**src/rtl/game_pkg.sv**
```systemverilog
`default_nettype none
// ============================================================================
// Module : game_pkg
// Brief  : Shared widths, arbiter state encoding and a saturating helper.
// Rev    : 1.0  initial release
// ============================================================================
package game_pkg;

    localparam int ADDR_W_DEF = 12;
    localparam int DATA_W_DEF = 32;

    typedef enum logic [0:0] {
        PRIO0  = 1'b0,
        FORCE1 = 1'b1
    } arb_state_t;

    function automatic logic [7:0] sat_inc8(input logic [7:0] v);
        return (v == 8'hFF) ? v : v + 8'd1;
    endfunction

endpackage
`default_nettype wire

```
**src/rtl/arb_wait_counter.sv**
```systemverilog
`default_nettype none
// ============================================================================
// Module : arb_wait_counter
// Brief  : 8-bit saturating wait counter; counts while i_inc, else clears.
// Rev    : 1.0  initial release
// ============================================================================
module arb_wait_counter
    import game_pkg::*;
(
    input  logic       clk,
    input  logic       rst,
    input  logic       i_inc,
    output logic [7:0] o_count,
    output logic [7:0] o_count_next
);

    logic [7:0] count_q;
    logic [7:0] count_d;

    always_comb begin
        count_d = 8'd0;
        if (i_inc) begin
            count_d = sat_inc8(count_q);
        end
    end

    always_ff @(posedge clk or posedge rst) begin
        if (rst) begin
            count_q <= 8'd0;
        end else begin
            count_q <= count_d;
        end
    end

    assign o_count      = count_q;
    assign o_count_next = count_d;

endmodule
`default_nettype wire

```
**src/rtl/ram_port_arbiter.sv**
```systemverilog
`default_nettype none
// ============================================================================
// Module : ram_port_arbiter
// Brief  : Two-port arbiter onto one synchronous RAM with port-1 anti-starvation.
// Rev    : 1.0  initial release
// ============================================================================
module ram_port_arbiter
    import game_pkg::*;
#(
    parameter int ADDR_W   = ADDR_W_DEF,
    parameter int DATA_W   = DATA_W_DEF,
    parameter int MAX_WAIT = 8
) (
    input  logic              clock,
    input  logic              reset,
    input  logic              req0,
    input  logic              req1,
    input  logic              we0,
    input  logic              we1,
    input  logic [ADDR_W-1:0] addr0,
    input  logic [ADDR_W-1:0] addr1,
    input  logic [DATA_W-1:0] wdata0,
    input  logic [DATA_W-1:0] wdata1,
    output logic              gnt0,
    output logic              gnt1,
    output logic              rvalid0,
    output logic              rvalid1,
    output logic [DATA_W-1:0] rdata0,
    output logic [DATA_W-1:0] rdata1,
    output logic              ram_wEn,
    output logic [ADDR_W-1:0] ram_addr,
    output logic [DATA_W-1:0] ram_dataIn,
    input  logic [DATA_W-1:0] ram_dataOut,
    output logic [7:0]        starve_cnt
);

    localparam logic [7:0] c_force_at = 8'(MAX_WAIT - 1);

    arb_state_t        state_q;
    arb_state_t        state_d;
    logic [1:0]        rd_pend_q;
    logic [1:0]        rd_pend_d;
    logic [DATA_W-1:0] rdata0_q;
    logic [DATA_W-1:0] rdata0_d;
    logic [DATA_W-1:0] rdata1_q;
    logic [DATA_W-1:0] rdata1_d;
    logic              wait_inc;
    logic [7:0]        wait_cnt;
    logic [7:0]        wait_next;

    // Grants are gated by reset so nothing reaches the RAM while it is held.
    always_comb begin
        gnt0 = 1'b0;
        gnt1 = 1'b0;
        if (!reset) begin
            case (state_q)
                FORCE1: begin
                    if (req1) begin
                        gnt1 = 1'b1;
                    end else if (req0) begin
                        gnt0 = 1'b1;
                    end
                end
                default: begin
                    if (req0) begin
                        gnt0 = 1'b1;
                    end else if (req1) begin
                        gnt1 = 1'b1;
                    end
                end
            endcase
        end
    end

    assign wait_inc = req1 & ~gnt1;

    arb_wait_counter u_wait_counter (
        .clk          (clock),
        .rst          (reset),
        .i_inc        (wait_inc),
        .o_count      (wait_cnt),
        .o_count_next (wait_next)
    );

    assign starve_cnt = wait_cnt;

    // FORCE1 lasts exactly one cycle: it either serves port 1 or is abandoned.
    always_comb begin
        state_d = PRIO0;
        if ((state_q == PRIO0) && wait_inc && (wait_next >= c_force_at)) begin
            state_d = FORCE1;
        end
    end

    always_comb begin
        ram_wEn    = 1'b0;
        ram_addr   = '0;
        ram_dataIn = '0;
        if (gnt0) begin
            ram_wEn    = we0;
            ram_addr   = addr0;
            ram_dataIn = wdata0;
        end else if (gnt1) begin
            ram_wEn    = we1;
            ram_addr   = addr1;
            ram_dataIn = wdata1;
        end
    end

    // RAM data is forwarded in the return cycle and latched for later holding.
    always_comb begin
        rd_pend_d = {gnt1 & ~we1, gnt0 & ~we0};
        rdata0_d  = rd_pend_q[0] ? ram_dataOut : rdata0_q;
        rdata1_d  = rd_pend_q[1] ? ram_dataOut : rdata1_q;
    end

    always_ff @(posedge clock or posedge reset) begin
        if (reset) begin
            state_q   <= PRIO0;
            rd_pend_q <= 2'b00;
            rdata0_q  <= '0;
            rdata1_q  <= '0;
        end else begin
            state_q   <= state_d;
            rd_pend_q <= rd_pend_d;
            rdata0_q  <= rdata0_d;
            rdata1_q  <= rdata1_d;
        end
    end

    assign rvalid0 = rd_pend_q[0];
    assign rvalid1 = rd_pend_q[1];
    assign rdata0  = rdata0_d;
    assign rdata1  = rdata1_d;

endmodule
`default_nettype wire

```
**config.mk**
```make
export PLATFORM = sky130hd
export DESIGN_NAME = ram_port_arbiter
export DESIGN_NICKNAME = d
export VERILOG_FILES = /design/src/rtl/game_pkg.sv /design/src/rtl/arb_wait_counter.sv /design/src/rtl/ram_port_arbiter.sv
export SDC_FILE = /design/constraint.sdc
export NUM_CORES = 1
export LEC_CHECK = 0
export CAP_MARGIN = 20
export CORE_MARGIN = 2
export CORE_UTILIZATION = 35
export CTS_CLUSTER_SIZE = 12
export DETAILED_ROUTE_END_ITERATION = 16
export GPL_ROUTABILITY_DRIVEN = 0
export PLACE_DENSITY = 0.88
export SLEW_MARGIN = 40
export SYNTH_ARGS = -nofsm -noshare
export SYNTH_HDL_FRONTEND = slang
export SYNTH_SLANG_ARGS = --single-unit
export TNS_END_PERCENT = 30
```
**constraint.sdc**
```tcl
create_clock -name clock -period 5.31 [get_ports clock]
set_clock_uncertainty 0.05 [all_clocks]
set_input_delay 1.593 -clock clock [delete_from_list [all_inputs] [get_ports clock]]
set_output_delay 1.593 -clock clock [all_outputs]
set_load 0.05 [all_outputs]
```
==> results of run 1 <==
## report_power, final
group	leakage, nW	switching, mW	internal [mW]
logic	1.74	0.640	0.431
clock network	0.115	0.202	0.307
registers	0.914	0.0314	0.673
total	2.77	0.873	1.41
## synth_stat cells, drive strengths merged
cell type	instances
nor3b	2
nand4b	1
inv	2
and4	1
ha	1
o211a	1
a211oi	1
buf	17
o21bai	1
xor2	1
dfrtp	75
a311oi	2
o2111a	1
a22o	44
and2	2
and3	2
mux2	64
nor2b	1
a21boi	1
a21bo	1
a41oi	2
nor2	9
nand2b	1
a31oi	1
nand2	3
o21ai	2
clkbuf	3
nand4	1
nand3	1
nor3	4
a32oi	1
a21oi	4
## per-stage QoR
stage,hold slack [ns],instance area [um2],utilization [%],cells
global route,0.449,6740,69.9,631
CTS,0.435,6740,69.9,631
global placement,0.404,6510,67.5,617
floorplan,0.379,3430,-,253
finish,0.434,6740,69.9,631
detailed placement,0.420,6510,67.6,617
## logic make-up (layout without fill, tap and decap cells)
| kind of cell | after synthesis | count (layout) |
|---|---|---|
| muxes | 64 | 64 |
| DFF | 75 | 75 |
| xor gates and xnor gates | 1 | 1 |
| buffers and inverters | 22 | 267 |
| and+or+nand+nor | 28 | 28 |
| AOI/OAI and AO/OA | 62 | 62 |
| adders and majority gates | 1 | 1 |
## area by class of cell
class | instances | area, um2
inverters | 2 | 10.0
clock inverters | 5 | 104
multi-input cells | 156 | 1450
well taps | 133 | 166
fillers | 723 | 2900
clock buffers | 9 | 124
flip-flops and latches | 75 | 1880
repair buffers | 251 | 3010
## state kept, by name, indices dropped and copies added, names as in the netlist
| register | count |
|---|---|
| u_wait_counter.o_count | 8 |
| state_q | 1 |
| rd_pend_q | 2 |
| rdata1_q | 32 |
| rdata0_q | 32 |
## metal layers
metal  up-vias  track usage, %
li1       1439               -
met1      1534            21.9
met2       161            39.3
met3        32            10.6
met4         0            11.1
met5         -               0
## final timing paths
| check | startpoint | end | slack (ns) | cells past startpoint |
|---|---|---|---|---|
| worst max-delay path | ram_dataOut[0] | rdata1[0] | 0.53 | 3 |
| worst min-delay path | state_q | state_q | 0.43 | 1 |
| worst max register to register | u_wait_counter.o_count[0] | state_q | 3.29 | 6 |
| worst min register to register | state_q | state_q | 0.43 | 1 |
| max in group asynchronous | reset | rdata1_q[17] | 2.90 | 3 |
| min in group asynchronous | reset | rdata0_q[0] | 1.83 | 3 |
==> results.yml, run 1 <==
detailed_routing:
  route.detailed.drc: 0
  viasPerCell: 5.02
  dr.pass1.iters: 4
  top_layer: "met4"
  met2_length_mm: 6.55
  routed-wl-met3_mm: 1.32
  drtAntennaViolNets: 0
  wl_met1_mm: 4.02
  totalWireLength_mm: 12.3
  num_vias: 3166
  wl_per_cell_um: 19.5
  first_iter_violations: 93
finish:
  mostFrequentLayoutCells: "clkdlybuf4s50_1 (199), dfrtp_1 (75), mux2_2 (57), buf_12 (50), a22o_1 (44)"
  drive_gt1_share_pct: 26.3
  nNetsFinal: 622
  area_growth_pct: 96.7
  antenna_cells: 0
  final_common_cell: "clkdlybuf4s50_1"
yosys:
  synth-adder-area-share_pct: 0.365
  synthDistinctLibCells: 41
  synth-seq-cells: 75
  synthCells: 253
  synthXorXnorAreaFrac_pct: 0.256
  yosysSeqAreaShare_pct: 54.8
  synthSimpleGateAreaFrac_pct: 4.89
  avgSynthCellArea_um2: 13.5
  ys_top_cells_by_area: "dfrtp_1 (55%), mux2_2 (19%), a22o_1 (11%)"
  synth-compound-area-share_pct: 15.6
  synth_area_mm2: 0.00343
  synth_nets: 380
  ys_warn_count: 0
  synth_top_family_by_area: "multiplexers"
  synth.top_cell.area_share_pct: 54.8
  yosys.area.top_type: "dfrtp_1"
  synth_mux_area_share_pct: 21.0
die:
  die-height_um: 103
  die_w_um: 103
  core_mm2: 0.00964
  ios: 247
  num_rows: 36
  die_area_mm2: 0.0106
  start_util_pct: 35.6
clock_network:
  cts_buffers: 9
  post_cts_buffers: 0
  htreeDepth: 3
  clock_path_buffers: 2
  cts_hold_buffers: 0
  clock_latency_ns: 0.35
  cts_tree: "yes"
  root_buffer: "clkbuf_8"
  clk_pin_slew_ns: 0.07
  cts_sinks: 75
  cts_resized: 0
critical_path:
  crit_path_max_incr_delay_ns: 0.80
  cpLargestDelayFamily: "buffers and inverters"
  cp_max_fo: 2
  worstPathCellList: "clkdlybuf4s50_1, mux2_2, clkdlybuf4s50_1"
  cp.buffers_inverters: 2
  crit_arrival_ns: 3.14
  critPathCaptureType: "primary output"
  crit_path_top_delay_cell: "clkdlybuf4s50_1"
  path_common_cell: "clkdlybuf4s50_1"
  path_class: "in -> out"
  required_ns: 3.67
  cp-start-kind: "input pin"
run_status:
  status: "completed"
sta:
  tightest_slew_ns: 0.803
  maxSlewHeadroom_pct: 46.5
  finalSetupViolations: 0
  layout_min_cycle_time_ns: 4.78
  slew_viol_final: 0
  rsz0062_at_grt: "false"
  timing.fmax_mhz: 209
  setup_slack_ns: 0.527
  tns_ns: 0
  fin_crit_sh_pct: 90.1
  hold_violations: 0
place:
  port_buffers: 246
  pre_cts_ws_ns: 0.537
  dp_hpwl_mm: 9.59
global_routing:
  grt_usage_pct: 22.4
  antenna_found_initial: 0
  grt_pass1_vias: 3414
  grt_first_pass_wirelength_mm: 17.9
  grt.overflow.total: 0
  grt_max_degree: 77
pwr:
  power.density_mw_per_mm2: 339
  total_power_mw: 2.28
  leakage_nw: 2.77
  vdd_drop_max_v: 0.000168
run:
  drv_cap: 0
min_path:
  worstHoldPathType: "reg -> reg"
No activity file was read; power rests on OpenSTA's default activity.
==> inputs of run 2 (changes only) <==
--- a/config.mk
+++ b/config.mk
@@ -5,13 +5,14 @@
 export SDC_FILE = /design/constraint.sdc
 export NUM_CORES = 1
 export LEC_CHECK = 0
+export ABC_CLOCK_PERIOD_IN_PS = 5310
 export CAP_MARGIN = 20
 export CORE_MARGIN = 2
 export CORE_UTILIZATION = 35
 export CTS_CLUSTER_SIZE = 12
 export DETAILED_ROUTE_END_ITERATION = 16
 export GPL_ROUTABILITY_DRIVEN = 0
-export PLACE_DENSITY = 0.88
+export PLACE_DENSITY_LB_ADDON = 0.25
 export SLEW_MARGIN = 40
 export SYNTH_ARGS = -nofsm -noshare
 export SYNTH_HDL_FRONTEND = slang
==> results.yml, run 2 (synthesis gave the netlist of run 1 again) <==
critical_path:
  cp_max_fo: 25
  crit_path_top_delay_cell: "clkdlybuf4s50_1"
  worstPathCellList: "clkdlybuf4s50_1, a21boi_1, and2_1, buf_4, a22o_1, buf_12"
  rrSetupSlack_ns: 3.31
  crit_arrival_ns: 3.14
  critPathCaptureType: "primary output"
  path_class: "in -> out"
  r2r_cells: 6
  rr_startpoint: "u_wait_counter.o_count[0]"
  cp-start-kind: "input pin"
  required_ns: 3.67
  worstReg2RegEnd: "state_q"
  crit_path_max_incr_delay_ns: 0.48
global_routing:
  grt_pass1_vias: 3289
  antenna_found_initial: 0
  grt_first_pass_wirelength_mm: 17.3
  grt.overflow.total: 0
  grt_max_degree: 77
  grt_usage_pct: 21.9
finish:
  mostFrequentLayoutCells: "clkdlybuf4s50_1 (199), dfrtp_1 (75), mux2_2 (57), buf_12 (46), a22o_1 (44)"
  antenna_cells: 0
  nNetsFinal: 624
  drive_gt1_share_pct: 26.5
  area_growth_pct: 95.4
  final_util_pct: 69.5
  final_cell_area_mm2: 0.00670
  final_common_cell: "clkdlybuf4s50_1"
  stdcell_count: 635
clock_network:
  post_cts_buffers: 0
  cts_buffers: 9
  cts_tree: "yes"
  cts_hold_buffers: 0
  cts_sinks: 75
  clock_path_buffers: 2
  cts_resized: 0
  clk_pin_slew_ns: 0.07
  root_buffer: "clkbuf_8"
  htreeDepth: 3
  clock_latency_ns: 0.34
min_path:
  worstHoldPathCells: 1
  worstHoldPathType: "reg -> reg"
  holdPathEnd: "rdata0_q[12]"
  hold_start: "rdata0_q[12]"
detailed_routing:
  totalWireLength_mm: 11.8
  wl_per_cell_um: 18.5
  viasPerCell: 4.90
  routed-wl-met3_mm: 1.26
  route.detailed.drc: 0
  num_vias: 3110
  dr.pass1.iters: 4
  met2_length_mm: 6.01
  drtAntennaViolNets: 0
  wl_met1_mm: 4.38
  top_layer: "met4"
  first_iter_violations: 111
place:
  port_buffers: 246
  pre_cts_ws_ns: 0.517
  dp_hpwl_mm: 9.28
  placed_cell_area_mm2: 0.00648
  place_inst: 619
die:
  die-height_um: 103
  ios: 247
  num_rows: 36
  core_mm2: 0.00964
  start_util_pct: 35.6
  die_area_mm2: 0.0106
  die_w_um: 103
sta:
  timing.fmax_mhz: 209
  tightest_slew_ns: 0.674
  layout_min_cycle_time_ns: 4.79
  fin_crit_sh_pct: 90.2
  hold_violations: 0
  setup_slack_ns: 0.522
  maxSlewHeadroom_pct: 55.0
  tns_ns: 0
  slew_viol_final: 0
  rsz0062_at_grt: "false"
  finalSetupViolations: 0
  hold_ws_ns: 0.434
pwr:
  total_power_mw: 2.24
  power.density_mw_per_mm2: 334
  vdd_drop_max_v: 0.000156
  leakage_nw: 2.76
run_status:
  status: "completed"
run:
  drv_cap: 0
[run 2: layout make-up]
type	instances	area [um2]
clock buffers	12	145
clock inverters	4	73.8
fillers	710	2940
inverters	2	10.0
multi-input cells	156	1450
flip-flops and latches	75	1880
well taps	133	166
repair buffers	253	2980
[run 2: report_power, final]
group | internal [mW] | leakage [nW] | switching (mW)
sequential | 0.672 | 0.914 | 0.0257
clock | 0.278 | 0.111 | 0.198
combinational | 0.428 | 1.73 | 0.635
total | 1.38 | 2.76 | 0.859
[run 2: routing by layer]
| layer | GRT usage (%) | up-vias |
|---|---|---|
| met5 | 0 | - |
| met4 | 5.97 | 0 |
| met3 | 10.7 | 8 |
| met2 | 38.1 | 141 |
| met1 | 23.8 | 1521 |
| li1 | - | 1440 |
[run 2: worst max-delay path, delay by kind of cell]
kind	cells	cell delay, ns
simple gates	1	0.18
buf+inv	3	0.92
compound gates	2	0.45
[run 2: how the worst max path moves through the flow]
| stage | endpoint | startpoint | cells past startpoint |
|---|---|---|---|
| floorplan | ram_addr[2] | reset | 5 |
| global placement | ram_addr[11] | req0 | 6 |
| detailed placement | ram_dataIn[0] | req0 | 6 |
| CTS | ram_dataIn[0] | req0 | 6 |
| global route | ram_dataIn[0] | req0 | 6 |
| finish | ram_dataIn[0] | req0 | 6 |
==> inputs of run 3 (changes only) <==
--- a/config.mk
+++ b/config.mk
@@ -13,6 +13,7 @@
 export DETAILED_ROUTE_END_ITERATION = 16
 export GPL_ROUTABILITY_DRIVEN = 0
 export PLACE_DENSITY_LB_ADDON = 0.25
+export SKIP_CTS_REPAIR_TIMING = 1
 export SLEW_MARGIN = 40
 export SYNTH_ARGS = -nofsm -noshare
 export SYNTH_HDL_FRONTEND = slang
==> results of run 3 <==
No change in the layout: final DEF, timing and power equal those of run 2.
